==> src/rtl/piso_pkg.sv <==
// Shared definitions for the PISO serializer: frame FSM states and default word width.
package piso_pkg;

    localparam int WIDTH_DEFAULT = 8;

    typedef enum logic [1:0] {
        ST_IDLE  = 2'd0,
        ST_SHIFT = 2'd1,
        ST_DONE  = 2'd2
    } state_t;

endpackage

==> src/rtl/d_ff_sync_re.sv <==
// One shift-register stage: rising-edge flop with synchronous active-high reset,
// preceded by a load/shift mux (load wins over shift, otherwise the bit holds).
module d_ff_sync_re
    import piso_pkg::*;
(
    input  logic clk_i,
    input  logic re_i,
    input  logic load_i,
    input  logic shift_i,
    input  logic loadData_i,
    input  logic shiftData_i,
    output logic q_o
);

    logic q_q;
    logic q_d;

    always_comb begin
        q_d = q_q;
        if (load_i) begin
            q_d = loadData_i;
        end else if (shift_i) begin
            q_d = shiftData_i;
        end
    end

    always_ff @(posedge clk_i) begin
        if (re_i) begin
            q_q <= 1'b0;
        end else begin
            q_q <= q_d;
        end
    end

    assign q_o = q_q;

endmodule

==> src/rtl/piso_serializer.sv <==
// Parallel-in serial-out serializer with IDLE/SHIFT/DONE framing.
// Define PISO_PARITY_EN to append an even-parity bit to every frame.
module piso_serializer
    import piso_pkg::*;
#(
    parameter int WIDTH     = WIDTH_DEFAULT,
    parameter bit MSB_FIRST = 1'b1
) (
    input  logic             C,
    input  logic             RE,
    input  logic [WIDTH-1:0] D,
    input  logic             LD,
    output logic             SO,
    output logic             SV,
    output logic             BUSY,
    output logic             DONE
);

`ifdef PISO_PARITY_EN
    localparam int N = WIDTH + 1;
`else
    localparam int N = WIDTH;
`endif
    localparam int CW = $clog2(WIDTH + 2);
    localparam logic [CW-1:0] LAST = CW'(N - 1);

    state_t          state_q, state_d;
    logic [CW-1:0]   count_q, count_d;
    logic            load;
    logic            shift;
    logic [WIDTH-1:0] shiftReg_q;
    logic [WIDTH-1:0] shiftIn;
    logic            serialBit;

    always_comb begin
        state_d = state_q;
        count_d = count_q;
        load    = 1'b0;
        shift   = 1'b0;
        case (state_q)
            ST_IDLE: begin
                if (LD) begin
                    load    = 1'b1;
                    count_d = '0;
                    state_d = ST_SHIFT;
                end
            end
            ST_SHIFT: begin
                shift   = 1'b1;
                count_d = count_q + CW'(1);
                if (count_q == LAST) begin
                    state_d = ST_DONE;
                end
            end
            ST_DONE: begin
                state_d = ST_IDLE;
                if (LD) begin
                    load    = 1'b1;
                    count_d = '0;
                    state_d = ST_SHIFT;
                end
            end
            default: begin
                state_d = ST_IDLE;
            end
        endcase
    end

    always_ff @(posedge C) begin
        if (RE) begin
            state_q <= ST_IDLE;
            count_q <= '0;
        end else begin
            state_q <= state_d;
            count_q <= count_d;
        end
    end

    // Zeros are fed in at the far end so the register drains to 0 as bits leave.
    if (MSB_FIRST) begin : g_msb
        assign shiftIn = {shiftReg_q[WIDTH-2:0], 1'b0};
    end else begin : g_lsb
        assign shiftIn = {1'b0, shiftReg_q[WIDTH-1:1]};
    end

    for (genvar i = 0; i < WIDTH; i++) begin : g_bit
        d_ff_sync_re u_ff (
            .clk_i       (C),
            .re_i        (RE),
            .load_i      (load),
            .shift_i     (shift),
            .loadData_i  (D[i]),
            .shiftData_i (shiftIn[i]),
            .q_o         (shiftReg_q[i])
        );
    end

    assign serialBit = MSB_FIRST ? shiftReg_q[WIDTH-1] : shiftReg_q[0];
    assign BUSY      = (state_q == ST_SHIFT);
    assign SV        = BUSY;
    assign DONE      = (state_q == ST_DONE);

`ifdef PISO_PARITY_EN
    logic parity_q;

    // Parity is captured at load time since the word is consumed while shifting.
    always_ff @(posedge C) begin
        if (RE) begin
            parity_q <= 1'b0;
        end else if (load) begin
            parity_q <= ^D;
        end
    end

    assign SO = BUSY & ((count_q == CW'(WIDTH)) ? parity_q : serialBit);
`else
    assign SO = BUSY & serialBit;
`endif

endmodule
==> config.mk <==
export PLATFORM = sky130hd
export DESIGN_NAME = piso_serializer
export DESIGN_NICKNAME = d
export VERILOG_FILES = /design/src/rtl/piso_pkg.sv /design/src/rtl/d_ff_sync_re.sv /design/src/rtl/piso_serializer.sv
export SDC_FILE = /design/constraint.sdc
export NUM_CORES = 1
export LEC_CHECK = 0
export CAP_MARGIN = 20
export CORE_MARGIN = 5
export CORE_UTILIZATION = 42
export CTS_CLUSTER_DIAMETER = 30
export DETAILED_ROUTE_END_ITERATION = 6
export PLACE_DENSITY_LB_ADDON = 0.1
export SETUP_SLACK_MARGIN = 0.05
export SLEW_MARGIN = 40
export SYNTH_ARGS = -nofsm -noshare
export SYNTH_HDL_FRONTEND = slang
export SYNTH_SLANG_ARGS = --single-unit
==> constraint.sdc <==
create_clock -name C -period 1.1 [get_ports C]
set_input_delay 0.165 -clock C [delete_from_list [all_inputs] [get_ports C]]
set_output_delay 0.165 -clock C [all_outputs]
set_load 0.01 [all_outputs]
==> results of run 1 <==
## worst max-delay path: cells and delay by family (launching register included)
kind	cells	cell delay, ps
flip-flops	1	330
AND/OR/NAND/NOR	2	270
buffers and inverters	2	170
## cell usage after synthesis
cell type and instances:
buf_4 2, ha_1 1, nor4b_2 1, buf_2 2, nand3_1 7, mux2_4 1
a22oi_1 4, a21oi_1 9, nor2b_2 1, nand3b_1 1, nand2_1 7, nand2b_2 1
mux2_1 1, nand4_1 1, and2_1 1, dfxtp_1 14, clkinv_2 1, a311oi_1 2
buf_6 2, a211oi_2 1, nor2_1 4, o22ai_1 1, nand2b_1 2, and2b_2 1
nor3b_1 1, nor3_1 2
## cells in the final DEF (no fill, tap or decap), types with 2 or more instances in the layout
cell	n
a21oi_1	6
a21oi_2	3
a22oi_2	4
a311oi_2	2
buf_2	2
buf_4	5
buf_6	7
clkbuf_4	3
clkdlybuf4s50_1	10
dfxtp_1	11
dfxtp_2	2
nand2_1	7
nand2b_4	2
nand3_1	4
nand3_2	2
nor2_1	2
nor3_2	2
## flip-flops by register name (all words and copies together), names as in the netlist
register / flops
count_q: 4
g_bit.u_ff.q_o: 8
state_q: 2
## power by group through the flow
stage	sequential (uW)	clock, uW	combinational (uW)
floorplan	565	0	124
global placement	568	0	225
detailed placement	567	0	226
CTS	558	398	261
global route	566	432	336
finish	561	392	310
## worst max-delay path by stage
stage | depth (start not counted) | slack (ps) | endpoint
global route | 4 | -190 | SO
detailed placement | 4 | -220 | count_q[3]
CTS | 5 | -140 | count_q[3]
global placement | 4 | -220 | count_q[3]
floorplan | 3 | 70 | count_q[2]
finish | 4 | -140 | SO
## timing repair
action / in CTS / in global routing
pin swaps: 6 / 11
gates cloned: 0 / 1
setup buffers: 2 / 0
hold buffers: 0 / 0
endpoints found under the setup margin: 15 / 18
resized for setup: 33 / 17
## per-layer routing
metal | global-route usage (%) | vias up
li1 | - | 301
met1 | 20.4 | 287
met2 | 19.5 | 14
met3 | 5.50 | 5
met4 | 6.73 | 0
met5 | 0 | -
## layout make-up
| class | count | area (sq um) |
|---|---|---|
| multi-input cells | 50 | 440 |
| fillers | 125 | 425 |
| flip-flops and latches | 14 | 287 |
| repair buffers | 26 | 272 |
| clock buffers | 4 | 36.3 |
| well taps | 16 | 20.0 |
| inverters | 1 | 8.76 |
## kinds of logic (layout without fill, tap and decap cells)
family / count (synthesis) / count (layout) / share of synthesized area [%]
multiplexers: 2 / 2 / 4.04
adder cells (fa/ha/maj): 1 / 1 / 1.92
buffers and inverters: 7 / 31 / 8.08
AO/OA/AOI/OAI: 17 / 17 / 17.1
AND/OR/NAND/NOR: 30 / 30 / 25.8
flip-flops: 14 / 14 / 43.1
## stage by stage
stage | hold WS (ps) | instances | utilization [%] | area [sq um] | total power (uW)
2_1_floorplan | 237 | 71 | - | 663 | 689
3_3_place_gp | 455 | 106 | 58.5 | 871 | 793
3_5_place_dp | 461 | 106 | 58.5 | 871 | 793
4_1_cts | 417 | 111 | 65.3 | 972 | 1220
5_1_grt | 454 | 111 | 71.4 | 1060 | 1330
6_report | 434 | 111 | 71.4 | 1060 | 1260
==> results.txt, run 1 <==
outcome: finished with violations
violations in the final reports: setup timing
WHS Path Cells: 3
remaining design rule violation count: 0
Clk pwr share: 31.0%
area inside the core boundary: 0.00149 sq mm
sequential group share of total power: 44.4%
remaining max-slew budget at the tightest pin: 85.5%
DRT met1 WL: 757 um
cell type of the slowest stage on the worst timing path: dfxtp_2
number of vias per cell: 5.47
maximum count of clock buffers along a single path: 2
worst-path maximum fanout: 5
routed wirelength normalized by instance count: 15.7 um
part of the total power dissipated in combinational logic: 24.6%
initial standard-cell utilization of the core: 43.7%
hold crit path type: in2reg
pin count of the biggest net entering global routing: 13
hold worst-path end: g_bit[0].u_ff.q_o
Post-DRT Antenna Nets: 0
Worst Tran Pin Value: 216 ps
x dimension of the die: 49.4 um
average instance area after synthesis: 9.16 sq um
depth of the worst register-to-register path: 4
launching element of the worst setup path: state_q[1]
Max Transition Viols Final: 0
count of antenna diodes in the layout: 0
highest attainable clock frequency: 809 MHz
uppermost layer routed: met4
Post-Synthesis Cell Area: 651 sq um
die footprint: 0.00244 sq mm
Final Worst Setup Slack: -137 ps
unrepaired setup endpoints after global routing: true
data arrival at the endpoint of the critical path: 1070 ps
required time worst endpoint: 940 ps
VDD IR-drop max: 0.774 mV
worst setup timing slack at the placement stage: -223 ps
Final nets: 108
flip-flop and latch count after synthesis: 14
Static Leak: 0.000394 uW
vias in the first global route: 590
sum of negative setup slack: -505 ps
Yosys warnings: 0
length of the first detailed-routing pass in iterations: 2
area growth from synthesis to layout: 63.5%
final setup violation count: 6
clock transition time at the flip-flop clock pins of the worst setup and hold paths: 90 ps
vias after detailed routing: 607
top-area cell type share of the netlist area: 43.1%
met3 routed wirelength: 94 um
MaxCap Viol Count: 0
Reg-to-Reg Start: state_q[1]
H-tree levels: 1
Critical Path Sink Type: primary output
half-perimeter wire length of the detailed placement result: 1.05 mm
# IOs: 15
critical path class: reg2out
routed length on met2: 854 um
number of rows created at floorplan: 14
top cells by area in the synthesized netlist: dfxtp_1 43%, a21oi_1 6.9%, nand3_1 5.4%
number of DRC violations after detailed-routing iteration 0: 2
worst hold path startpoint: D[0]
Pwr per Cell Area: 1190 mW/mm^2
final global-route overflow total: 0
DIE HEIGHT: 49.4 um
final worst path period need: 1240 ps
Worst R2R End: count_q[2]
synth unique cells: 26
first-pass GRT wire length: 2.72 mm
instance count of the mapped netlist: 71
global placement routability congestion: 0.754
overall fraction of global-route tracks in use: 14.7%
cell at the root of the clock tree: clkbuf_4
CTS Sinks: 14
cell breakdown of the critical path: nand2b_4, clkinv_4, and2_4, buf_6
antenna violations before repair: 0
period utilization: 112%
share of the yosys chip area belonging to registers: 43.1%
latest clock arrival within the worst-skew pair: 290 ps
synthesized netlist net count: 83
internal power contribution: 910 uW
leading area contributor after synthesis: dfxtp_1
net switching component of the power: 354 uW
Total Wirelength: 1.74 mm
sort of element at the start of the critical path: flop
fraction of final layout cells sized beyond drive strength 1: 52.6%
Switching Share: 28.0%
TritonCTS clock tree: done
delay of the slowest cell on the worst path: 330 ps
Fin. Hold Viols: 0
Max Clock Skew: 2.68 ps
port buffer count: 14
CTS buffer count: 3
Worst R2R Setup Slack: -120 ps
Power figures use the tool's default switching activity.
==> run 2: changes to the inputs <==
--- a/config.mk
+++ b/config.mk
@@ -8,7 +8,9 @@
 export CAP_MARGIN = 20
 export CORE_MARGIN = 5
-export CORE_UTILIZATION = 42
+export CORE_UTILIZATION = 45
+export CTS_BUF_LIST = sky130_fd_sc_hd__clkbuf_4 sky130_fd_sc_hd__clkbuf_8
 export CTS_CLUSTER_DIAMETER = 30
 export DETAILED_ROUTE_END_ITERATION = 6
+export MAX_ROUTING_LAYER = met4
 export PLACE_DENSITY_LB_ADDON = 0.1
 export SETUP_SLACK_MARGIN = 0.05
==> constraint.sdc (replaced) <==
create_clock -name C -period 1.1 [get_ports C]
set_input_delay 0.165 -clock C [delete_from_list [all_inputs] [get_ports C]]
set_output_delay 0.165 -clock C [all_outputs]
set_load 0.005 [all_outputs]
==> run 2 against run 1 <==
  * The flow still finishes with violations (setup timing)
  * Sequential share of layout area up 3.7 points
  * Sequential power down 0.7%
  * Utilization down 1.6 points
  * Non-clock buffer count down 3
  * Final cell count down 3.6%
  * Combinational power down 25%
  * First-iteration DRC count rose to 4.5 times the previous value
  * Design area down 12%
  * Critical path depth up 1
  * Total power down 8.3%
  * Largest cell class unchanged
  * Largest power group unchanged
==> results.txt, run 2 (synthesis results as in run 1) <==
cell breakdown of the critical path: nand2b_4, clkinv_4, buf_6, nand4_1, mux2_1 (was nand2b_4, clkinv_4, and2_4, buf_6)
Final Worst Setup Slack: -131 ps (was -137 ps)
TritonCTS clock tree: done (unchanged)
Max Clock Skew: 7.38 ps (was 2.68 ps)
delay of the slowest cell on the worst path: 320 ps (was 330 ps)
worst-path maximum fanout: 13 (was 5)
area inside the core boundary: 0.00133 sq mm (was 0.00149 sq mm)
placed cell count: 104 (was 106)
number of rows created at floorplan: 13 (was 14)
Static Leak: 0.000366 uW (was 0.000394 uW)
final setup violation count: 4 (was 6)
MaxCap Viol Count: 0 (unchanged)
VDD IR-drop max: 1.28 mV (was 0.774 mV)
length of the first detailed-routing pass in iterations: 4 (was 2)
number of DRC violations after detailed-routing iteration 0: 9 (was 2)
kind of cell adding the most delay to the critical path: flip-flops (unchanged)
final worst path period need: 1230 ps (was 1240 ps)
antenna violations before repair: 0 (unchanged)
routed wirelength normalized by instance count: 12.8 um (was 15.7 um)
remaining max-slew budget at the tightest pin: 87.7% (was 85.5%)
total power after layout: 1160 uW (was 1260 uW)
violations in the final reports: setup timing (unchanged)
unrepaired setup endpoints after global routing: true (unchanged)
first-pass GRT wire length: 2.08 mm (was 2.72 mm)
summed area of non-filler cells in the final layout: 931 sq um (was 0.00106 sq mm)
Critical Path Sink Type: flop (was primary output)
sort of element at the start of the critical path: flop (unchanged)
clock transition time at the flip-flop clock pins of the worst setup and hold paths: 90 ps (about the same)
worst path bufs/invs: 2 (unchanged)
hold crit path type: reg2reg (was in2reg)
count of antenna diodes in the layout: 0 (unchanged)
maximum count of clock buffers along a single path: 2 (unchanged)
period utilization: 112% (about the same)
Total Wirelength: 1.37 mm (was 1.74 mm)
Final nets: 105 (was 108)
port buffer count: 14 (unchanged)
commonest cells after routing, fill and taps aside: 12 x dfxtp_1, 10 x clkdlybuf4s50_1, 8 x a21oi_1, 7 x nand3_1 (was 11 x dfxtp_1, 10 x clkdlybuf4s50_1, 7 x nand2_1, 7 x buf_6, 6 x a21oi_1)
highest attainable clock frequency: 813 MHz (was 809 MHz)
remaining design rule violation count: 0 (unchanged)
final global-route overflow total: 0 (unchanged)
Worst Tran Pin Value: 183 ps (was 216 ps)
global placement routability congestion: 0.755 (was 0.754)
# IOs: 15 (unchanged)
required time worst endpoint: 1270 ps (was 940 ps)
count of non-filler cells in the finished layout: 107 (was 111)
H-tree levels: 1 (unchanged)
worst setup timing slack at the placement stage: -255 ps (was -223 ps)
fraction of final layout cells sized beyond drive strength 1: 37.0% (was 52.6%)
outcome: finished with violations (unchanged)
Pwr per Cell Area: 1250 mW/mm^2 (was 1190 mW/mm^2)
overall fraction of global-route tracks in use: 13.8% (was 14.7%)
critical path class: reg2reg (was reg2out)
die footprint: 0.00231 sq mm (was 0.00244 sq mm)
max reg flops: 8 (unchanged)
Post-CTS Setup Repair Bufs: 0 (was 2)
number of vias per cell: 5.34 (was 5.47)
vias after detailed routing: 571 (was 607)
Fin. Hold Viols: 0 (unchanged)
DIE HEIGHT: 48.0 um (was 49.4 um)
most common library cell in the layout ignoring fill and taps: dfxtp_1 (unchanged)
sum of negative setup slack: -377 ps (was -505 ps)
WHS Path Cells: 1 (was 3)
cell at the root of the clock tree: clkbuf_4 (unchanged)
area growth from synthesis to layout: 43.1% (was 63.5%)
cell type of the slowest stage on the worst timing path: dfxtp_2 (unchanged)
vias in the first global route: 509 (was 590)
CTS buffer count: 3 (unchanged)
depth of the worst register-to-register path: 5 (was 4)
half-perimeter wire length of the detailed placement result: 979 um (was 1.05 mm)
CTS Sinks: 14 (unchanged)
Worst R2R Setup Slack: -130 ps (was -120 ps)
Levels on crit path: 5 (was 4)
initial standard-cell utilization of the core: 48.8% (was 43.7%)
area after detailed placement: 862 sq um (was 871 sq um)
Max Transition Viols Final: 0 (unchanged)
Post-DRT Antenna Nets: 0 (unchanged)
x dimension of the die: 48.0 um (was 49.4 um)
fillers: 107 (was 125)
data arrival at the endpoint of the critical path: 1400 ps (was 1070 ps)
pin count of the biggest net entering global routing: 14 (was 13)
latest clock arrival within the worst-skew pair: 280 ps (was 290 ps)
==> run 2: worst paths after layout <==
path	end	from
worst max-delay path	count_q[3]	state_q[1]
worst min-delay path	state_q[1]	count_q[3]
worst max register to register	count_q[3]	state_q[1]
worst min register to register	state_q[1]	count_q[3]
==> run 2: power breakdown <==
group	switching, uW	leakage [uW]	total [uW]	internal [uW]
clock	169	0.0000210	370	202
combinational	104	0.000229	232	128
sequential	19.5	0.000116	557	537
==> run 2: per-layer routing <==
layer	up-vias	wire (um)	global-route usage (%)
li1	294	-	-
met1	264	617	15.2
met2	13	640	22.2
met3	0	115	7.89
met4	0	0	1.61
met5	-	0	-
==> run 2: through the flow <==
step,hold WS [ps],util (%)
floorplan,237,-
CTS,429,67.7
detailed placement,458,64.6
finish,455,69.8
global placement,455,64.6
global route,486,69.8
==> run 2: layout make-up <==
class	count	area (sq um)	area share (%)
tap	15	18.8	2.02
sequential	14	285	30.6
clock buffer	4	36.3	3.90
timing repair buffer	23	213	22.8
inverter	1	8.76	0.941
multi-input combinational	50	369	39.7
==> run 2: repair_timing <==
item                                    4_1_cts  5_1_grt
endpoints found under the hold margin         0        0
hold buffers                                  0        0
resized for setup                            22       11
pin swaps                                     4        4
endpoints found under the setup margin       16       17
==> run 3: changes to the inputs <==
Settings changed: CORE_UTILIZATION 45 to 46, SYNTH_HIERARCHICAL set to 1.
==> run 3 against run 2 <==
  * The flow still finishes with violations (setup timing)
  * Maximum frequency rose by 1.4%
  * Via count grew 10%
  * First-iteration DRC count increased by 33%
  * Combinational power is 47% higher
  * Worst hold slack better by 28 ps
  * Non-clock buffer count grew 6
  * Clock power fell by 2%
  * Clock skew is 2.1 ps lower
  * Routed wire length up 5.9%
  * Design area is 23% higher
  * Worst setup slack better by 17 ps
  * Largest power group unchanged
==> results.txt, run 3 <==
outcome: finished with violations (unchanged)
violations in the final reports: setup timing (unchanged)
unrepaired setup endpoints after global routing: true (unchanged)
number of DRC violations after detailed-routing iteration 0: 12 (was 9)
Post-Synthesis Cell Area: 723 sq um (was 651 sq um)
data arrival at the endpoint of the critical path: 1050 ps (was 1400 ps)
total power after layout: 1270 uW (was 1160 uW)
commonest cells after routing, fill and taps aside: 12 x dfxtp_1, 11 x buf_4, 10 x clkdlybuf4s50_1, 9 x a211oi_2, 8 x inv_1 (was 12 x dfxtp_1, 10 x clkdlybuf4s50_1, 8 x a21oi_1, 7 x nand3_1)
Reg-to-Reg Start: state_q[1] (unchanged)
Max Transition Viols Final: 0 (unchanged)
half-perimeter wire length of the detailed placement result: 1.07 mm (was 979 um)
final worst path period need: 1210 ps (was 1230 ps)
latest clock arrival within the worst-skew pair: 280 ps (about the same)
count of antenna diodes in the layout: 0 (unchanged)
fraction of final layout cells sized beyond drive strength 1: 50.5% (was 37.0%)
vias after detailed routing: 628 (was 571)
worst setup timing slack at the placement stage: -221 ps (was -255 ps)
Max Clock Skew: 5.26 ps (was 7.38 ps)
global placement routability congestion: 0.741 (was 0.755)
Yosys warnings: 6 (was 0)
Total Wirelength: 1.45 mm (was 1.37 mm)
period utilization: 110% (was 112%)
share of the yosys chip area belonging to registers: 38.8% (was 43.1%)
antenna violations before repair: 0 (unchanged)
MaxCap Viol Count: 0 (unchanged)
port buffer count: 14 (unchanged)
max reg flops: 8 (unchanged)
instance count of the mapped netlist: 73 (was 71)
area growth from synthesis to layout: 58.3% (was 43.1%)
CTS buffer count: 3 (unchanged)
synthesized netlist net count: 85 (was 83)
top post-synthesis cells by count: 14 x dfxtp_1, 9 x a211oi_2, 9 x nor2b_1 (was 14 x dfxtp_1, 9 x a21oi_1, 7 x nand2_1, 7 x nand3_1)
first-pass GRT wire length: 2.58 mm (was 2.08 mm)
count leader, synth: dfxtp_1 (unchanged)
number of vias per cell: 5.19 (was 5.34)
H-tree levels: 1 (unchanged)
worst-path maximum fanout: 5 (was 13)
WHS Path Cells: 1 (unchanged)
required time worst endpoint: 940 ps (was 1270 ps)
overall fraction of global-route tracks in use: 13.5% (was 13.8%)
hold worst-path end: state_q[1] (unchanged)
sum of negative setup slack: -481 ps (was -377 ps)
remaining design rule violation count: 0 (unchanged)
worst hold-check slack: 483 ps (was 455 ps)
most common library cell in the layout ignoring fill and taps: dfxtp_1 (unchanged)
worst hold path startpoint: count_q[3] (unchanged)
length of the first detailed-routing pass in iterations: 4 (unchanged)
Worst R2R End: count_q[3] (unchanged)
die footprint: 0.00247 sq mm (was 0.00231 sq mm)
clock transition time at the flip-flop clock pins of the worst setup and hold paths: 80 ps (was 90 ps)
maximum count of clock buffers along a single path: 2 (unchanged)
final setup violation count: 11 (was 4)
hold crit path type: reg2reg (unchanged)
final core utilization: 76.0% (was 69.8%)
Worst R2R Setup Slack: -110 ps (was -130 ps)
VDD IR-drop max: 0.961 mV (was 1.28 mV)
flip-flop and latch count after synthesis: 14 (unchanged)
top-area cell type share of the netlist area: 38.8% (was 43.1%)
synth unique cells: 23 (was 26)
average instance area after synthesis: 9.91 sq um (was 9.16 sq um)
routed wirelength normalized by instance count: 12.0 um (was 12.8 um)
pin count of the biggest net entering global routing: 11 (was 14)
Post-DRT Antenna Nets: 0 (unchanged)
area inside the core boundary: 0.00151 sq mm (was 0.00133 sq mm)
Pwr per Cell Area: 1110 mW/mm^2 (was 1250 mW/mm^2)
Post-CTS Hold Buffers: 0 (unchanged)
most common flop cell mapped by yosys: dfxtp_1 (unchanged)
highest attainable clock frequency: 824 MHz (was 813 MHz)
Final Worst Setup Slack: -113 ps (was -131 ps)
Static Leak: 0.000471 uW (was 0.000366 uW)
Critical Path Sink Type: primary output (was flop)
number of rows created at floorplan: 14 (was 13)
leading area contributor after synthesis: dfxtp_1 (unchanged)
DIE HEIGHT: 49.7 um (was 48.0 um)
top cells by area in the synthesized netlist: dfxtp_1 39%, a211oi_2 16%, mux2i_1 11% (was dfxtp_1 43%, a21oi_1 6.9%, nand3_1 5.4%)
Final nets: 118 (was 105)
CTS Sinks: 14 (unchanged)
final global-route overflow total: 0 (unchanged)
sort of element at the start of the critical path: flop (unchanged)
initial standard-cell utilization of the core: 48.0% (was 48.8%)
async set-or-reset flop fraction in the synthesized netlist: 0% (unchanged)
EDFF count, synth: 0 (unchanged)
cell at the root of the clock tree: clkbuf_4 (unchanged)
critical path class: reg2out (was reg2reg)
x dimension of the die: 49.7 um (was 48.0 um)
Fin. Hold Viols: 0 (unchanged)
TritonCTS clock tree: done (unchanged)
# IOs: 15 (unchanged)
vias in the first global route: 634 (was 509)
depth of the worst register-to-register path: 5 (unchanged)
==> run 3: cell types whose count changed after synthesis, moves of 4 or more <==
cell | previous run | this run
a211oi_2 | 1 | 9
a21oi_1 | 9 | 4
a22oi_1 | 4 | 0
inv_1 | 0 | 8
mux2i_1 | 0 | 8
nand2_1 | 7 | 2
nand3_1 | 7 | 2
nor2b_1 | 0 | 9
==> run 3: repair_timing <==
action / CTS / global route
resized for setup: 34 / 6
setup buffers: 2 / 0
pin swaps: 10 / 1
setup endpoints to repair: 18 / 18
==> run 3: report_power, final <==
part / internal, uW / switching (uW) / leakage [uW] / total, uW
Clock: 201 / 161 / 0.0000210 / 362
Combinational: 203 / 139 / 0.000334 / 342
Sequential: 542 / 23.9 / 0.000116 / 566
Total: 947 / 324 / 0.000471 / 1270
==> run 3: area by class of cell <==
cell class	count	area, sq um
Sequential cell	14	283
Multi-Input combinational cell	48	479
Inverter	10	55.1
Timing Repair Buffer	29	272
Tap cell	16	20.0
Fill cell	112	362
Clock buffer	4	36.3
==> run 3: critical path: stages (launching register included) <==
cell and delay, ps:
dfxtp_2 330, nand2b_4 160, clkinv_8 60, and2_4 130, buf_6 100
==> run 3: cell families after synthesis <==
family | Yosys count | synth area share (%)
simple gates | 23 | 19.6
flops | 14 | 38.8
compound gates | 13 | 18.3
buf+inv | 11 | 6.40
mux | 10 | 14.7
fa+ha+maj | 1 | 1.73
other cells | 1 | 0.519
==> run 3: how the worst max path moves through the flow <==
stage                           from  slack, ps           endpoint
after global routing      state_q[1]       -170                 SO
after floorplan           state_q[1]         20         count_q[3]
after detailed placement          LD       -220  g_bit[5].u_ff/q_o
after global placement            LD       -200         count_q[3]
final                     state_q[1]       -110                 SO
after CTS                 state_q[1]       -120                 SO
==> run 3: metrics by stage <==
stage / cells / area (sq um)
floorplan: 73 / 748
global placement: 116 / 1030
detailed placement: 116 / 1030
CTS: 121 / 1120
global route: 121 / 1140
finish: 121 / 1140
==> run 3: per-layer routing <==
| layer | vias to the layer above | global-route usage (%) | routed length (um) | part of all wire (%) |
|---|---|---|---|---|
| li1 | 313 | - | - | - |
| met2 | 17 | 22.9 | 726 | 50 |
| met3 | 2 | 3.61 | 95 | 6.5 |
| met4 | 0 | 5.24 | 9 | 0.62 |
| met1 | 296 | 14.9 | 622 | 43 |
| met5 | - | - | 0 | 0 |
==> RTL change: new RTL, flow settings as in run 3 <==
Add a define of `PISO_PARITY_EN`.
--- a/src/rtl/piso_serializer.sv
+++ b/src/rtl/piso_serializer.sv
@@ -1,4 +1,6 @@
 // Parallel-in serial-out serializer with IDLE/SHIFT/DONE framing.
 // Define PISO_PARITY_EN to append an even-parity bit to every frame.
+`define PISO_PARITY_EN
+
 module piso_serializer
     import piso_pkg::*;
Check against the original RTL: not equivalent (Yosys sat finds a counterexample within 10 cycles, from zero or initial values).
==> RTL change against run 3 <==
- power rose by 5.2%
- routed wire length rose by 24%
- the flow still finishes with violations (negative setup slack)
- cell area rose by 8.0%
- non-clock buffer count rose by 3
- clock skew fell by 2.4 ps
- setup slack got worse by 240 ps
- critical path depth rose by 2
- synthesized area rose by 13%
- sequential cell count rose by 1
- largest cell class unchanged
- register-to-register slack improved by 20 ps
==> RTL change: results (changes against run 3) <==
metric	value	unit	change
cts_buffers	3		unchanged
yosysSeqAreaShare	36.6	%	-2.1 points
grt_pass1_wl	2850	um	+10%
grt_pass1_vias	710		+12%
worstPathArrival	1290	ps	+240 ps
largest_reg_flops	8		unchanged
ir_drop	0.857	mV	-11%
dr_total_vias	696		+11%
slowest_stage	dfxtp_2		
antenna_found_initial	0		unchanged
drt_pre_antenna_iters	2		-2
syn_nets	101		+19%
root_buffer	clkbuf_4		
failed_checks	negative setup slack		
ys_dominant_reg_cell	dfxtp_1		
synth_cell_type_count	18		-22%
fin_ws	-350	ps	-237 ps
grt_usage	14.3	%	+0.78 points
status	finished, violations left		
cts_buffer_depth	2		unchanged
dp_hpwl	1220	um	+14%
final_nets	136		+15%
maxSlewViolCount	0		unchanged
clkTransAtPathRegs	90	ps	
post_drt_wl_per_cell	12.2	um	+1.9%
worstHoldPathType	in2reg		
drtIter0Drc	8		-4
setup_viol	17		+6
netlist_top_cells_count	dfxtp_1, inv_1, mux2i_1, nor2_1, nor2b_1		
clock_skew	2.87	ps	-2.39 ps
total_leakage_power	0.515	nW	+9.4%
io_buffers	14		unchanged
dp_slack	-395	ps	-174 ps
placed_area	1090	sq um	+5.7%
diodes	0		unchanged
synthTopCellsByArea	dfxtp_1, a211oi_2, mux2i_1		
gp_congestion	0.799		+7.8%
drive_gt1_share	46.7	%	-3.8 points
grt_start_max_net_pins	13		+2
clock_latency	280	ps	about the same
h-tree-depth	1		unchanged
switching_power	0.000371	W	+14%
async_reset_ff_share	0	%	unchanged
crit_fanout	2		-3
RTL change: changes by cell type in the layout (fill, tap and decap cells not counted), moves of 3 or more:
cell,before,now
buf_6,3,8
dlygate4sd2_1,0,8
xnor2_1,0,6
clkdlybuf4s50_1,10,2
nor2b_1,4,7
nor2_1,2,9
nor2b_4,5,1
mux2i_1,4,8
inv_2,0,3
RTL change: worst reg2reg max path, delay by kind of cell (launching register included):
kind	cells	cell delay [ps]
DFF	1	330
muxes	1	210
and+or+nand+nor	3	260
buffers and inverters	2	280
RTL change: what timing repair did:
| action | CTS | global route |
|---|---|---|
| gates resized for setup | 40 | 17 |
| cloned | 1 | 0 |
| pin swaps | 14 | 8 |
| setup endpoints to repair | 18 | 18 |
| setup buffers | 5 | 3 |
RTL change: kinds of logic after synthesis:
| logic type | count (synthesis) | synth area share, % |
|---|---|---|
| and+or+nand+nor | 25 | 16.2 |
| DFF | 15 | 36.6 |
| AOI/OAI and AO/OA | 14 | 17.1 |
| buffers and inverters | 14 | 6.87 |
| muxes | 10 | 12.2 |
| xor gates and xnor gates | 7 | 7.48 |
| adders and majority gates | 2 | 3.05 |
| other | 1 | 0.458 |
RTL change: final cells by class:
cell class | instances | area [sq um]
Clock buffer | 4 | 30.0
Fill cell | 143 | 472
Inverter | 12 | 48.8
Multi-Input combinational cell | 59 | 538
Sequential cell | 15 | 308
Tap cell | 25 | 31.3
Timing Repair Buffer | 32 | 280
RTL change: power groups by stage:
stage	Combinational [W]	Clock, W	Sequential (W)
finish	0.000394	0.000334	0.000609
CTS	0.000343	0.000348	0.000608
global route	0.000428	0.000369	0.000615
floorplan	0.000200	0	0.000614
detailed placement	0.000332	0	0.000619
global placement	0.000324	0	0.000618
RTL change: metrics by stage:
step,total power (W),util [%],instances,setup TNS (ps)
CTS,0.00130,67.8,145,-761
detailed placement,0.000950,63.8,138,-4090
floorplan,0.000814,-,88,-374
finish,0.00134,72.4,147,-1260
global route,0.00141,72.4,147,-2350
global placement,0.000942,63.8,138,-3880
RTL change: layer usage:
metal	vias to the layer above	GRT usage [%]	wire, um
li1	360	-	-
met1	320	15.7	746
met2	12	24.5	953
met3	4	2.28	74
met4	0	8.09	25
met5	-	-	0
RTL change: path summary, 6_finish.rpt:
check | startpoint | end | slack [ps] | depth (start not counted)
worst max-delay path | count_q[0]$_SDFFE_PP0P_ | SO | -350 | 6
worst min register to register | parity_q$_SDFFE_PP0P_ | parity_q$_SDFFE_PP0P_ | 560 | 2
worst min-delay path | D[4] | g_bit[4].u_ff/q_o$_SDFFE_PP0P_ | 360 | 3
worst max register to register | state_q[1]$_SDFFE_PP0P_ | count_q[3]$_SDFFE_PP0P_ | -90 | 6
